`config.mk`:
```
export PLATFORM = sky130hd
export DESIGN_NAME = imem_fetch_ctrl
export DESIGN_NICKNAME = d
export VERILOG_FILES = /design/src/rtl/imem_fetch_ctrl.sv
export SDC_FILE = /design/constraint.sdc
export NUM_CORES = 1
export LEC_CHECK = 0
export BUFFER_PORTS_ARGS = -buffer_cell sky130_fd_sc_hd__buf_2
export CORE_MARGIN = 3
export CORE_UTILIZATION = 25
export CTS_CLUSTER_DIAMETER = 200
export DETAILED_ROUTE_END_ITERATION = 7
export SYNTH_ARGS = -nofsm -noshare
export SYNTH_HDL_FRONTEND = slang
export SYNTH_SLANG_ARGS = --single-unit
```
`constraint.sdc`:
```
create_clock -name clk -period 2.2 [get_ports clk]
set_input_delay 0.11 -clock clk [delete_from_list [all_inputs] [get_ports clk]]
set_output_delay 0.11 -clock clk [all_outputs]
set_load 0.05 [all_outputs]
```
`src/rtl/imem_fetch_ctrl.sv`:
```
// Instruction-fetch sequencer: owns the PC, addresses a combinational instruction
// memory and holds the returned word in a one-entry valid/ready stage for decode.
module imem_fetch_ctrl #(
    parameter int               XLEN     = 32,
    parameter logic [XLEN-1:0]  RESET_PC = 32'h0000_0000
) (
    input  logic            clk,
    input  logic            rst_n,
    input  logic            start,
    input  logic            halt_req,
    input  logic            redir_valid,
    input  logic [XLEN-1:0] redir_pc,
    output logic [XLEN-1:0] imem_addr,
    input  logic [XLEN-1:0] imem_rdata,
    output logic [XLEN-1:0] inst,
    output logic [XLEN-1:0] inst_pc,
    output logic            inst_valid,
    input  logic            inst_ready,
    output logic            busy,
    output logic            fault,
    output logic [XLEN-1:0] fetch_count
);

    localparam logic [1:0] ST_IDLE  = 2'd0;
    localparam logic [1:0] ST_RUN   = 2'd1;
    localparam logic [1:0] ST_HALT  = 2'd2;
    localparam logic [1:0] ST_FAULT = 2'd3;

    localparam logic [XLEN-1:0] PC_STEP   = {{(XLEN-3){1'b0}}, 3'b100};
    localparam logic [XLEN-1:0] COUNT_ONE = {{(XLEN-1){1'b0}}, 1'b1};
    localparam logic [XLEN-1:0] ZERO_WORD = {XLEN{1'b0}};

    logic [1:0]      state_r, state_s;
    logic [XLEN-1:0] pc_r, pc_s;
    logic [XLEN-1:0] inst_r, inst_s;
    logic [XLEN-1:0] inst_pc_r, inst_pc_s;
    logic [XLEN-1:0] fetch_count_r, fetch_count_s;
    logic            inst_valid_r, inst_valid_s;
    logic            fault_r, fault_s;
    logic            busy_r;
    logic            redir_s;
    logic            fire_s;

    // Next-state: redirect outranks halt, halt outranks start, start outranks fetch.
    always_comb begin
        state_s       = state_r;
        pc_s          = pc_r;
        inst_s        = inst_r;
        inst_pc_s     = inst_pc_r;
        inst_valid_s  = inst_valid_r;
        fault_s       = fault_r;
        fetch_count_s = fetch_count_r;
        fire_s        = 1'b0;
        redir_s       = redir_valid && (state_r != ST_FAULT);

        if (redir_s) begin
            pc_s         = redir_pc;
            inst_valid_s = 1'b0;
            if (redir_pc[1:0] != 2'b00) begin
                fault_s = 1'b1;
                state_s = ST_FAULT;
            end else begin
                fault_s = fault_r;
                state_s = state_r;
            end
        end else begin
            case (state_r)
                ST_IDLE, ST_HALT: begin
                    if (start && !halt_req) begin
                        state_s = ST_RUN;
                    end else begin
                        state_s = state_r;
                    end
                end
                ST_RUN: begin
                    if (halt_req) begin
                        state_s = ST_HALT;
                    end else if (!inst_valid_r || inst_ready) begin
                        fire_s = 1'b1;
                    end else begin
                        fire_s = 1'b0;
                    end
                end
                ST_FAULT: state_s = ST_FAULT;
                default:  state_s = ST_IDLE;
            endcase

            // A fetch refills the stage; otherwise an accepted word just drains it.
            if (fire_s) begin
                inst_s        = imem_rdata;
                inst_pc_s     = pc_r;
                inst_valid_s  = 1'b1;
                pc_s          = pc_r + PC_STEP;
                fetch_count_s = fetch_count_r + COUNT_ONE;
            end else if (inst_valid_r && inst_ready) begin
                inst_valid_s = 1'b0;
            end else begin
                inst_valid_s = inst_valid_r;
            end
        end
    end

    // State and output registers; busy is registered from the next state.
    always_ff @(posedge clk or negedge rst_n) begin
        if (!rst_n) begin
            state_r       <= ST_IDLE;
            pc_r          <= RESET_PC;
            inst_r        <= ZERO_WORD;
            inst_pc_r     <= ZERO_WORD;
            inst_valid_r  <= 1'b0;
            fault_r       <= 1'b0;
            fetch_count_r <= ZERO_WORD;
            busy_r        <= 1'b0;
        end else begin
            state_r       <= state_s;
            pc_r          <= pc_s;
            inst_r        <= inst_s;
            inst_pc_r     <= inst_pc_s;
            inst_valid_r  <= inst_valid_s;
            fault_r       <= fault_s;
            fetch_count_r <= fetch_count_s;
            busy_r        <= (state_s == ST_RUN);
        end
    end

    assign imem_addr   = pc_r;
    assign inst        = inst_r;
    assign inst_pc     = inst_pc_r;
    assign inst_valid  = inst_valid_r;
    assign busy        = busy_r;
    assign fault       = fault_r;
    assign fetch_count = fetch_count_r;

endmodule

```
==> metrics.cfg <==
[critical_path]
critPathArrivalTime_ns = 2.22
crit_required_ns = 2.51
path_depth = 6
rr_worst_depth = 6
slowest_delay_ns = 0.43
worst-path-max-fanout = 7
slowest_stage = dfrtp_1
worstSetupPathType = reg -> reg
worstPathCellList = nand4bb_2 > nor4_4 > buf_4 > and2_1 > nand4_1 > xnor2_1
crit_path_end_kind = flip-flop
start_kind = flip-flop
critPathTopFamily = simple AND/OR/NAND/NOR gates
path_buf_inv = 1

[global_route]
grt_pass1_wl_mm = 25.8
grt_overflow = 0
grt_use_total = 0.132
grt_antenna_before_repair = 0
grt_max_degree = 58
grt_pass1_vias = 4728

[timing]
slew_headroom = 0.593
finalCriticalPeriod_ns = 1.91
worstMarginPinSlew_ns = 0.606
fmax_mhz = 523
drv_slew = 0
hold_slack_ns = 0.0618
hold_viol = 0
skew_ns = 0.0134
setup-violations-final = 0
tns_ns = 0
rsz0062_at_grt = no
finalCritPeriodShare = 0.869

[pwr]
p_leak_nw = 4.22
irDropWorstVdd_uv = 494
power_density_nw_per_um2 = 942

[placement]
dp_hpwl_mm = 11.5
dp.cells = 955
gp_congestion = 0.757
place.port_buffers = 200
placed_area_um2 = 7230

[cts]
clkTransAtPathRegs_ns = 0.07
h-tree-depth = 4
cts_tree = done
cts_buffers = 17
cts_buffer_depth = 2
clock_latency_ns = 0.43
cts_sinks = 133
root_buffer = clkbuf_16
hold_buffers = 65
post_cts_buffers = 0
postCtsResizedCells = 0

[detailed_routing]
met2_length_mm = 7.72
met1Wirelength_mm = 7.25
wl_per_cell_um = 15.5
wl_met3_mm = 1.08
drtIter0Drc = 129
vias = 4649
drt.antenna.violating_nets = 0
drc = 0
routed_wl_mm = 16.3
routed_via_density = 4.42
top_layer = met4
drt-pass1-iter-count = 4

[floorplanning]
die-area_um2 = 25100
die_w_um = 158
start_util = 0.256
rows = 55
core_area_um2 = 22700
ios = 201
die_h_um = 158

[min_path]
hp-class = in -> reg
min_path_cells = 4

[synthesis]
yosysSeqAreaShare = 0.573
netlist_area_um2 = 5810
yosysWarningCount = 0
yosys.area.top_type_share = 0.573
synthesis.nets = 549
syn_avg_cell_area_um2 = 12.2
synth.top_cells.by_count = 133 x dfrtp_1, 65 x mux2_2, 53 x nand2_1, 31 x xor2_1
synthTopCellsByArea = dfrtp_1 57%, mux2_2 13%, xor2_1 4.7%
synth_edf_count = 0
ys_types = 36
post-synth-top-count-cell = dfrtp_1
ys_ff_latch = 133
syn_inst = 477
synth_ff_type = dfrtp_1
synth_top_area_cell = dfrtp_1
async_reset_ff_frac = 1.00

[finish]
n_antenna_cell = 0
final_cells = 1052
drive_above_1_share = 0.416
fin_nets = 826
synthToLayoutAreaGrowth_pct = 45.7
nFillCells = 2243
final_area_um2 = 8460

[flow_run]
maxCapViolations = 0

[status]
status = finished clean

[metrics by stage]
step,util,power [mW],setup slack (ns)
finish,0.373,7.97,0.288
global route,0.373,8.35,0.126
CTS,0.373,8.09,0.255
detailed placement,0.318,5.09,0.286
global placement,0.318,5.07,0.317
floorplan,-,4.44,0.112
[worst reg2reg max path, stage by stage, from the launching register on]
cell and delay [ns]:
dfrtp_1 0.43, nand4bb_2 0.33, nor4_4 0.35, buf_4 0.20
and2_1 0.19, nand4_1 0.14, xnor2_1 0.15
[logic make-up (layout without fill, tap and decap cells)]
| group | after synthesis | after routing | synth area share |
|---|---|---|---|
| DFF | 133 | 133 | 0.573 |
| buffers and inverters | 21 | 311 | 0.0168 |
| xor gates and xnor gates | 55 | 55 | 0.0830 |
| muxes | 66 | 66 | 0.128 |
| AOI/OAI and AO/OA | 39 | 39 | 0.0371 |
| and+or+nand+nor | 161 | 161 | 0.158 |
| adders and majority gates | 2 | 2 | 0.00431 |
[registers in the layout, indices dropped and copies added (netlist names)]
register and count:
busy 1, fault 1, fetch_count 32, imem_addr 32
inst 32, inst_pc 32, inst_valid 1, state_r 2
[metal layers]
metal,vias up,GRT usage
met2,158,0.211
li1,2239,-
met3,18,0.0410
met1,2234,0.171
met4,0,0.0451
met5,-,0
[layout make-up]
type	count	area, µm²	share of cell area
multi-input combinational	323	2390	0.283
sequential	133	3330	0.393
tap	285	357	0.0422
inverter	2	7.51	0.000887
timing repair buffer	277	1800	0.213
clock buffer	17	425	0.0503
clock inverter	15	153	0.0180
[power by group]
part,total [mW],internal [mW],leakage [nW],switching (mW)
combinational,2.00,0.546,2.17,1.45
sequential,3.13,2.74,1.77,0.384
clock,2.84,1.67,0.284,1.17
total,7.97,4.96,4.22,3.00
[placed cells by master, fill, tap and decap left out, drive strengths merged, types with 3 or more instances in the layout]
cell type    netlist  layout
buf               11     212
dfrtp            133     133
mux2              65      65
dlygate4sd3        0      65
nand2             53      53
xor2              31      31
o21ai             27      27
nand3             25      25
xnor2             24      24
nand4             18      18
clkbuf             8      17
nor2              16      16
and3              10      10
and4               8       8
and2               8       8
clkinv             0       7
nor3               6       6
inv                2       6
a21oi              4       4
or3                4       4
a31oi              4       4
nand2b             3       3
nor4               3       3
[worst paths after layout]
kind,start,to,slack (ns)
setup / recovery,state_r[1],fetch_count[16],0.29
hold / removal,inst_ready,inst_valid,0.06
setup reg to reg,state_r[1],fetch_count[16],0.29
hold reg to reg,fetch_count[31],fetch_count[31],0.46
max in group asynchronous,rst_n,imem_addr[2],1.32
min in group asynchronous,rst_n,fetch_count[11],0.23
No activity file was read; power rests on OpenSTA's default activity.
